===== config.mk =====
export PLATFORM = sky130hd
export DESIGN_NAME = multicycle_ctrl
export DESIGN_NICKNAME = d
export VERILOG_FILES = /design/src/rtl/multicycle_ctrl.sv
export SDC_FILE = /design/constraint.sdc
export NUM_CORES = 1
export LEC_CHECK = 0
export BUFFER_PORTS_ARGS = -buffer_cell sky130_fd_sc_hd__clkbuf_2
export CORE_MARGIN = 5
export CORE_UTILIZATION = 30
export CTS_CLUSTER_DIAMETER = 50
export DETAILED_ROUTE_END_ITERATION = 6
export PLACE_DENSITY = 0.59
export SLEW_MARGIN = 20
export SYNTH_ARGS = -nofsm -noshare
export SYNTH_HDL_FRONTEND = slang
export SYNTH_SLANG_ARGS = --single-unit

===== constraint.sdc =====
create_clock -name clk -period 2.2 [get_ports clk]
set_clock_uncertainty 0.2 [all_clocks]
set_input_delay 0.33 -clock clk [delete_from_list [all_inputs] [get_ports clk]]
set_output_delay 0.33 -clock clk [all_outputs]
set_load 0.005 [all_outputs]

===== src/rtl/multicycle_ctrl.sv =====
// multicycle_ctrl: Moore control FSM for a multicycle ARM-style datapath with an FPU path.
// Ports:
//   clk, reset      - clock and synchronous active-low reset
//   Instr[19:0]     - instruction bits [31:12] (Cond, Op, Funct, Rn, Rd)
//   ALUFlags[3:0]   - NZCV produced by the datapath ALU
//   PCWrite, MemWrite, RegWrite, IRWrite, FPUWrite - write enables (condition gated)
//   AdrSrc, RegSrc, ALUSrcA, ALUSrcB, ResultSrc, ImmSrc, ALUControl - datapath mux/ALU selects
module multicycle_ctrl (
    input  logic        clk,
    input  logic        reset,
    input  logic [19:0] Instr,
    input  logic [3:0]  ALUFlags,
    output logic        PCWrite,
    output logic        MemWrite,
    output logic        RegWrite,
    output logic        IRWrite,
    output logic        FPUWrite,
    output logic        AdrSrc,
    output logic [1:0]  RegSrc,
    output logic [1:0]  ALUSrcA,
    output logic [1:0]  ALUSrcB,
    output logic [1:0]  ResultSrc,
    output logic [1:0]  ImmSrc,
    output logic [2:0]  ALUControl
);
    typedef enum logic [3:0] {
        FETCH = 4'd0, DECODE = 4'd1, MEMADR = 4'd2, MEMREAD = 4'd3,
        MEMWB = 4'd4, MEMWRITE = 4'd5, EXECUTER = 4'd6, EXECUTEI = 4'd7,
        ALUWB = 4'd8, BRANCH = 4'd9, EXECUTEF = 4'd10, FPUWB = 4'd11
    } state_t;
    state_t      state_q, s;
    logic [3:0]  flags_q, cond, rd;
    logic [1:0]  op, flag_w;
    logic [5:0]  funct;
    logic        is_add, is_sub, is_and, is_orr, is_cmp, dp_valid, cond_ex, exec;
    logic        next_pc, reg_w, mem_w, fpu_w, ir_w, branch, pcs;
    logic [2:0]  alu_dp;
    logic        unused_rn;
    assign cond      = Instr[19:16];
    assign op        = Instr[15:14];
    assign funct     = Instr[13:8];
    assign rd        = Instr[3:0];
    assign unused_rn = ^Instr[7:4];
    assign is_add   = funct[4:1] == 4'b0100;
    assign is_sub   = funct[4:1] == 4'b0010;
    assign is_and   = funct[4:1] == 4'b0000;
    assign is_orr   = funct[4:1] == 4'b1100;
    assign is_cmp   = funct[4:1] == 4'b1010;
    assign dp_valid = is_add | is_sub | is_and | is_orr;
    assign alu_dp   = (is_sub | is_cmp) ? 3'b001 : is_and ? 3'b010 : is_orr ? 3'b011 : 3'b000;
    assign flag_w   = {funct[0], funct[0] & (is_add | is_sub | is_cmp)};
    assign exec     = (state_q == EXECUTER) || (state_q == EXECUTEI);
    assign ImmSrc   = op;
    assign RegSrc   = {op == 2'b01, op == 2'b10};
    // Standard ARM condition evaluation against the stored NZCV.
    always_comb begin
        case (cond)
            4'b0000: cond_ex = flags_q[2];
            4'b0001: cond_ex = ~flags_q[2];
            4'b0010: cond_ex = flags_q[1];
            4'b0011: cond_ex = ~flags_q[1];
            4'b0100: cond_ex = flags_q[3];
            4'b0101: cond_ex = ~flags_q[3];
            4'b0110: cond_ex = flags_q[0];
            4'b0111: cond_ex = ~flags_q[0];
            4'b1000: cond_ex = flags_q[1] & ~flags_q[2];
            4'b1001: cond_ex = ~flags_q[1] | flags_q[2];
            4'b1010: cond_ex = flags_q[3] == flags_q[0];
            4'b1011: cond_ex = flags_q[3] != flags_q[0];
            4'b1100: cond_ex = ~flags_q[2] & (flags_q[3] == flags_q[0]);
            4'b1101: cond_ex = flags_q[2] | (flags_q[3] != flags_q[0]);
            4'b1110: cond_ex = 1'b1;
            default: cond_ex = 1'b0;
        endcase
    end
    always_ff @(posedge clk) begin
        if (!reset) begin
            state_q <= FETCH;
            flags_q <= 4'b0000;
        end else begin
            if (exec && cond_ex) begin
                if (flag_w[1]) flags_q[3:2] <= ALUFlags[3:2];
                if (flag_w[0]) flags_q[1:0] <= ALUFlags[1:0];
            end
            case (state_q)
                FETCH:    state_q <= DECODE;
                DECODE:   state_q <= op == 2'b01 ? MEMADR :
                                     op == 2'b10 ? BRANCH :
                                     op == 2'b11 ? EXECUTEF :
                                     funct[5] ? EXECUTEI : EXECUTER;
                MEMADR:   state_q <= funct[0] ? MEMREAD : MEMWRITE;
                MEMREAD:  state_q <= MEMWB;
                EXECUTER: state_q <= ALUWB;
                EXECUTEI: state_q <= ALUWB;
                EXECUTEF: state_q <= FPUWB;
                default:  state_q <= FETCH;
            endcase
        end
    end
    // While reset is held, decode as FETCH so the muxes show FETCH values.
    assign s = reset ? state_q : FETCH;
    always_comb begin
        {next_pc, reg_w, mem_w, fpu_w, ir_w, branch, AdrSrc} = '0;
        ALUSrcA    = 2'b00;
        ALUSrcB    = 2'b00;
        ResultSrc  = 2'b00;
        ALUControl = 3'b000;
        case (s)
            FETCH:    begin ir_w = 1'b1; next_pc = 1'b1; ALUSrcA = 2'b01; ALUSrcB = 2'b10; ResultSrc = 2'b10; end
            DECODE:   begin ALUSrcA = 2'b01; ALUSrcB = 2'b10; ResultSrc = 2'b10; end
            MEMADR:   ALUSrcB = 2'b01;
            MEMREAD:  AdrSrc = 1'b1;
            MEMWRITE: begin AdrSrc = 1'b1; mem_w = 1'b1; end
            MEMWB:    begin ResultSrc = 2'b01; reg_w = 1'b1; end
            EXECUTER: ALUControl = alu_dp;
            EXECUTEI: begin ALUSrcB = 2'b01; ALUControl = alu_dp; end
            ALUWB:    reg_w = dp_valid;
            BRANCH:   begin ALUSrcB = 2'b01; ResultSrc = 2'b10; branch = 1'b1; end
            FPUWB:    fpu_w = 1'b1;
            default:  ;
        endcase
    end
    assign pcs      = branch | (reg_w & (rd == 4'b1111));
    assign PCWrite  = reset & (next_pc | (pcs & cond_ex));
    assign RegWrite = reset & reg_w & cond_ex;
    assign MemWrite = reset & mem_w & cond_ex;
    assign FPUWrite = reset & fpu_w & cond_ex;
    assign IRWrite  = reset & ir_w;
endmodule


=== Word level (Yosys, flattened, before mapping) ===
Cells that the tools add are included.

* Input bits: 26
* Flip-flop bits (word level): 8
* Logic and storage cells: 104
* Output and inout port bits: 19

* Reduce and logical (&&, ||, !) cells: 14
* Bitwise logic cells: 26
* Equality and inequality tests: 40
* Mux-type cells: 21

{| class="wikitable"
|+ Operator list
! cell !! number
|-
| $eq A4 B4 Y1 const B || 14
|-
| $eq A4 B3 Y1 const B || 11
|-
| $eq A4 B2 Y1 const B || 7
|-
| $pmux W4 S6 || 1
|-
| $logic_not A4 Y1 || 4
|-
| $mux W4 || 4
|-
| $pmux W1 S15 || 1
|-
| $and A1 B1 Y1 || 13
|-
| $eq A4 B1 Y1 const B || 3
|-
| $or A1 B1 Y1 || 9
|-
| $mux W2 || 4
|-
| $pmux W2 S2 || 2
|-
| $reduce_or A2 Y1 || 4
|-
| $mux W1 || 7
|-
| $reduce_or A3 Y1 || 2
|-
| $eq A2 B2 Y1 const B || 2
|-
| $not A1 Y1 || 4
|-
| $reduce_and A2 Y1 || 2
|-
| $mux W3 || 1
|-
| $eq A2 B1 Y1 const B || 1
|-
| $pmux W1 S2 || 1
|-
| $eq A1 B1 Y1 || 1
|-
| $logic_and A1 B1 Y1 || 1
|-
| $logic_or A1 B1 Y1 || 1
|-
| $ne A1 B1 Y1 || 1
|}

=== Logic depth before layout (Yosys ltp) ===
Gate-level depths: netlist of the first run.

* Word-level depth: 10
* Gate-level depth with buffers: 7
* Depth with buffers taken out: 6

=== Worst setup path before layout of the first run ===
Ideal clock, no wire load.

* Path kind: input port to output port
* Start: input Instr[19]
* End: output FPUWrite
* Stages on the path: 6
* Setup slack: 100 ps
* Arrival time: 1570 ps
* Path through: clkbuf_2 > and3b_1 > a22oi_2 > mux2_4 > and3_2 > nor4_1

* Cells in the longest elaborated chain, start to end: 3

{| class="wikitable"
|+ Ends and longest elaborated chain
! item !! RTL line !! source
|-
| start, declared || 11 || <nowiki>input logic [19:0] Instr,</nowiki>
|-
| $eq A4 B4 Y1 (tied with other cells) || 57 || <nowiki>case (cond)</nowiki>
|-
| $pmux W1 S15 * || 57 ||
|-
| $and A1 B1 Y1 * || 127 || <nowiki>assign FPUWrite = reset & fpu_w & cond_ex;</nowiki>
|-
| end, declared || 17 || <nowiki>output logic FPUWrite,</nowiki>
|}

Mark *: on every way between the ends. The rest lies on a longest branch, timed or not.

=== Worst setup path after layout of the first run ===
* Start: register flags_q[0]
* End: output RegWrite

* Cells in the longest elaborated chain, start to end: 4

{| class="wikitable"
|+ Ends and longest elaborated chain
! item !! RTL line !! source
|-
| start, declared || 32 || <nowiki>logic [3:0] flags_q, cond, rd;</nowiki>
|-
| start signal, assigned || 83 || <nowiki>if (flag_w[0]) flags_q[1:0] <= ALUFlags[1:0];</nowiki>
|-
| $ne A1 B1 Y1 or $eq A1 B1 Y1 (tied branches) || n/a ||
|-
| $or A1 B1 Y1 or $and A1 B1 Y1 (tied branches) || 71, 70 ||
|-
| $pmux W1 S15 * || 57 ||
|-
| $and A1 B1 Y1 * || 125 || <nowiki>assign RegWrite = reset & reg_w & cond_ex;</nowiki>
|-
| end, declared || 15 || <nowiki>output logic RegWrite,</nowiki>
|}

Marked as above.

==> flow_metrics.tcl, run 1 <==
set metrics [dict create \
    intPower_uw 297 \
    hpwlAfterDp_mm 1.98 \
    yosysTopAreaCell "dfxtp_1" \
    htreeDepth 1 \
    crit_fanout 7 \
    startpoint_type "flop" \
    finalWorstSetupSlack_ps -150 \
    grt_max_degree 20 \
    final_nets 194 \
    fp.dieW_um 64.9 \
    ys_top_cells_by_count "11 x nor2_1, 9 x nand2_1, 9 x o21ai_0" \
    antenna_found_initial 0 \
    hold_buffers 0 \
    setup_viol 4 \
    sw_frac_of_total_pct 35.7 \
    fin_setup_tns_ps -341 \
    drtIter0Drc 56 \
    fin_area_um2 1250 \
    seq_area_um2 169 \
    grt_setup_unrepaired "true" \
    port_buffers 38 \
    clock-sinks 8 \
    wl_per_cell_um 13.6 \
    clockBufferDepth 2 \
    max-cap-violations 0 \
    total_power_uw 462 \
    grt_pass1_wl_mm 4.32 \
    fin_crit_sh_pct 107 \
    dr.max_layer_used "met4" \
    cts_tree "done" \
    multi_input_comb_area_um2 709 \
    hold_viol 0 \
    synth_seq_cells 8 \
    start_util_pct 30.3 \
    yosysUniqueCellTypes 44 \
    switchingPower_uw 165 \
    place.gp.congestion 0.877 \
    postSynthCellCount 123 \
    vdd_drop_max_mv 0.190 \
    synth_edf_count 0 \
    drt-met1-wl_mm 1.14 \
    syn_to_final_growth_pct 38.6 \
    pwr-share-clk_pct 24.9 \
    routed-wl-met3_um 216 \
    ys_async_sr_fraction_pct 0 \
    combPwrFrac_pct 40.6 \
    synth_top_area_share_pct 17.7 \
    netlist_area_um2 903 \
    power.density_nw_per_um2 369 \
    grt_pass1_vias 1060 \
    vias_per_cell 5.44 \
    fillers 310 \
    critPathCaptureType "primary output" \
    yosysSeqAreaShare_pct 17.7 \
    cts_inserted_buffers 3 \
    grt-ovfl-total 0 \
    ios 45 \
    hold_ws_ps 101 \
    drive_above_1_share_pct 44.6 \
    required_ps 1670 \
    arrival_ps 1820 \
    yosys-top-cells-area "dfxtp_1 18%, buf_4 5.8%, o21ai_0 5.0%" \
    post-place-ws_ps -119 \
    num_rows 20 \
    r2r_slack_ps 240 \
    crit_type "reg -> out" \
    seq_power_share_pct 34.5 \
    cts.reportedPaths.clkPinSlew_ps 60 \
    wl_met2_mm 1.34 \
    first_pass_iters 4 \
    place_area_um2 1140 \
    via_count 1082 \
    yosysMostFrequentCell "nor2_1" \
    cts-root-buf "clkbuf_4" \
    dieArea_um2 4210 \
    violations "negative setup slack" \
    syn_area_per_cell_um2 7.34 \
    finalCriticalPeriod_ps 2350 \
    fp.coreArea_um2 2980 \
    drc 0 \
    clock_latency_ps 250 \
    hold_class "in -> reg" \
    final_antenna_net_count 0 \
    die_h_um 64.9 \
    wl_mm 2.72 \
    max_clock_freq_mhz 426 \
    track_usage_pct 12.7 \
    insertedDiodeCount 0 \
    synthFlopType "dfxtp_1" \
    outcome "complete, but fails checks" \
    slew_viol_final 0 \
    p_leak_nw 0.550 \
    ys.warnings.count 0 \
]
## critical path, cell delays in order, from the launching register on
cell,delay [ps]
dfxtp_4,370
xnor2_2,140
a22oi_2,170
mux2_4,330
and3_4,180
buf_6,130
nor3_4,110
buf_2,140
## final timing paths
check,startpoint,to,depth (start not counted)
setup reg to reg,flags_q[0]$_SDFFE_PN0P_,flags_q[1]$_SDFFE_PN0P_,7
hold / removal,ALUFlags[0],flags_q[0]$_SDFFE_PN0P_,3
hold reg to reg,flags_q[3]$_SDFFE_PN0P_,flags_q[3]$_SDFFE_PN0P_,2
setup / recovery,flags_q[0]$_SDFFE_PN0P_,RegWrite,7
## cells by family (layout without fill, tap and decap cells)
group,Yosys count,after routing,share of synthesized area [%]
and+or+nand+nor,61,61,38.5
AOI/OAI and AO/OA,27,27,22.2
buffers and inverters,16,58,10.5
DFF,8,8,17.7
xor gates and xnor gates,7,7,6.79
muxes,3,3,3.88
other,1,2,0.415
## repair_timing
action,CTS,global route
endpoints found under the setup margin,4,4
pin swaps,6,4
setup buffers,2,0
gates resized for setup,7,13
## sequential cells by signal, summed over array words and instances (netlist names)
| register | flops |
|---|---|
| flags_q | 4 |
| state_q | 4 |
## layout by cell type (no fill, tap or decap), drive strengths merged
cell	Yosys	routed
a221oi	2	2
a31oi	1	1
nand4b	1	1
nor2	11	11
o21ai	9	9
o21bai	1	1
mux2	1	1
xnor2	4	4
nor4b	1	1
dfxtp	8	8
buf	9	18
nand3	7	7
xor2	3	3
inv	3	3
nand2b	3	3
and2b	2	2
nor4bb	1	1
a2111oi	1	1
a21boi	2	2
clkbuf	4	37
nand3b	1	1
or3	1	1
mux2i	2	2
a21oi	4	4
a31o	1	1
nand2	10	10
o211ai	1	1
o31ai	4	4
nor3	4	4
nor4	2	2
nor2b	7	7
and3b	2	2
nand4	2	2
a22oi	1	1
and3	2	2
conb	1	2
nor3b	4	4
## through the flow
stage | instances | utilization (%)
detailed placement | 194 | 38.4
CTS | 199 | 40.4
finish | 199 | 42.1
floorplan | 124 | -
global placement | 194 | 38.4
global route | 199 | 42.1
## power groups by stage
stage / combinational, mW / clock, mW / sequential (mW)
floorplan: 0.108 / 0 / 0.158
global placement: 0.164 / 0 / 0.164
detailed placement: 0.168 / 0 / 0.164
CTS: 0.177 / 0.120 / 0.161
global route: 0.204 / 0.126 / 0.160
finish: 0.188 / 0.115 / 0.159
## final cells by class
type / instances / share of cell area [%]
Timing Repair Buffer: 52 / 23.9
Inverter: 3 / 0.899
Multi-Input combinational cell: 100 / 56.6
Tap cell: 33 / 3.30
Clock buffer: 3 / 1.80
Sequential cell: 8 / 13.5
## per-layer routing
metal / track usage (%) / vias to the layer above
li1: - / 521
met1: 14.3 / 500
met2: 22.6 / 55
met3: 3.12 / 6
met4: 5.54 / 0
met5: 0 / -
No activity file was read; power rests on OpenSTA's default activity.
==> run 2, diff against run 1 <==
- CORE_ASPECT_RATIO: default -> 1.5
- SETUP_SLACK_MARGIN: default -> 0.2
==> flow_metrics.tcl, run 2 (synthesized netlist as in run 1, its figures left out) <==
set metrics [dict create \
    outcome "complete, but fails checks" \
    violations "negative setup slack" \
    hold_class "in -> reg" \
    first_pass_iters 4 \
    final_common_cell "clkbuf_2" \
    die_h_um 77.2 \
    grt_setup_unrepaired "true" \
    hold_buffers 0 \
    finalCriticalPeriod_ps 2250 \
    crit_chain "xnor2_2 > a22oi_2 > mux2_4 > and3_4 > nor4_4 > buf_2" \
    syn_to_final_growth_pct 40.7 \
    crit_fanout 7 \
    power.density_nw_per_um2 404 \
    slew_viol_final 0 \
    arrival_ps 1720 \
    clock_latency_ps 230 \
    vdd_drop_max_mv 0.319 \
    critPathMaxStageDelay_ps 370 \
    ios 45 \
    grt_max_degree 14 \
    grt-ovfl-total 0 \
    drc 0 \
    place.gp.congestion 0.905 \
    cpMaxStageDelayCell "dfxtp_4" \
    max_clock_freq_mhz 445 \
    cts-root-buf "clkbuf_8" \
    num_rows 24 \
    track_usage_pct 13.3 \
    dieArea_um2 4230 \
    drtIter0Drc 20 \
    startpoint_type "flop" \
    port_buffers 38 \
    p_leak_nw 0.552 \
    finalWorstSetupSlack_ps -48.3 \
    fin_cells 205 \
    start_util_pct 31.0 \
    cts.reportedPaths.clkPinSlew_ps 40 \
    vias_per_cell 5.10 \
    fp.dieW_um 54.8 \
    insertedDiodeCount 0 \
    htreeDepth 1 \
    antenna_found_initial 0 \
    fp.coreArea_um2 2910 \
    crit_type "reg -> out" \
    final_antenna_net_count 0 \
    fin_crit_sh_pct 102 \
    max-cap-violations 0 \
    fillers 316 \
    cts_tree "done" \
    dp.cells 201 \
    final_cell_mix "34 x clkbuf_2, 12 x buf_4, 11 x nor2_1, 9 x nand2_1, 8 x o21ai_0" \
    required_ps 1670 \
    hpwlAfterDp_mm 2.14 \
    drive_above_1_share_pct 44.6 \
    grt_pass1_wl_mm 4.34 \
    critPathCaptureType "primary output" \
    hold_viol 0 \
    clockBufferDepth 2 \
    fin_util_pct 43.6 \
    setup_viol 2 \
    cts_inserted_buffers 3 \
    via_count 1046 \
    grt_pass1_vias 996 \
    final_nets 194 \
    wl_per_cell_um 13.2 \
    clock-sinks 8 \
    wl_mm 2.70 \
    largest_registers "flags_q (4), state_q (4)" \
    hold_ws_ps 135 \
]
==> run 2: final cells by class <==
class,count,area (um^2),share of cell area [%]
multi-input cells,100,693,54.5
flip-flops and latches,8,174,13.7
clock buffers,3,41.3,3.25
repair buffers,52,303,23.8
well taps,39,48.8,3.84
inverters,3,11.3,0.886
==> run 2: stage by stage <==
| step | power (mW) | instance area (um^2) | setup TNS (ps) | setup WS, ps |
|---|---|---|---|---|
| finish | 0.514 | 1270 | -56.2 | -48.3 |
| CTS | 0.518 | 1240 | -106 | -54.6 |
| detailed placement | 0.338 | 1180 | -80.7 | -80.7 |
| global placement | 0.333 | 1180 | -37.6 | -37.6 |
| floorplan | 0.273 | 935 | 0 | 173 |
| global route | 0.546 | 1270 | -414 | -141 |
==> run 2: layer usage <==
layer / up-vias / GRT usage, % / wire, um
li1: 523 / - / -
met1: 474 / 16.0 / 1130
met2: 45 / 23.0 / 1340
met3: 4 / 1.74 / 185
met4: 0 / 4.49 / 39
met5: - / 0 / 0
==> run 2: critical path: cells and delay by family, from the launching register on <==
family | cells | cell delay [ps]
buffers and inverters | 1 | 150
DFF | 1 | 370
xor gates and xnor gates | 1 | 140
AOI/OAI and AO/OA | 1 | 170
and+or+nand+nor | 2 | 310
muxes | 1 | 350
==> run 2: power breakdown <==
part           internal, mW  total, mW  switching [mW]
clock                 0.118      0.173          0.0547
sequential            0.150      0.162          0.0115
combinational        0.0825      0.179          0.0966
total                 0.351      0.514           0.163
==> run 2: path summary, 6_finish.rpt <==
path / startpoint / to / slack (ps) / cells past startpoint
hold reg to reg: flags_q[2]$_SDFFE_PN0P_ / flags_q[2]$_SDFFE_PN0P_ / 300 / 2
setup reg to reg: flags_q[0]$_SDFFE_PN0P_ / flags_q[0]$_SDFFE_PN0P_ / 250 / 8
setup / recovery: flags_q[3]$_SDFFE_PN0P_ / FPUWrite / -50 / 6
hold / removal: ALUFlags[0] / flags_q[0]$_SDFFE_PN0P_ / 130 / 3
==> run 2: repair_timing <==
item                       4_1_cts  5_1_grt
pin swaps                        4        3
setup buffers                    1        0
resized for setup                8       12
setup endpoints to repair        8        8
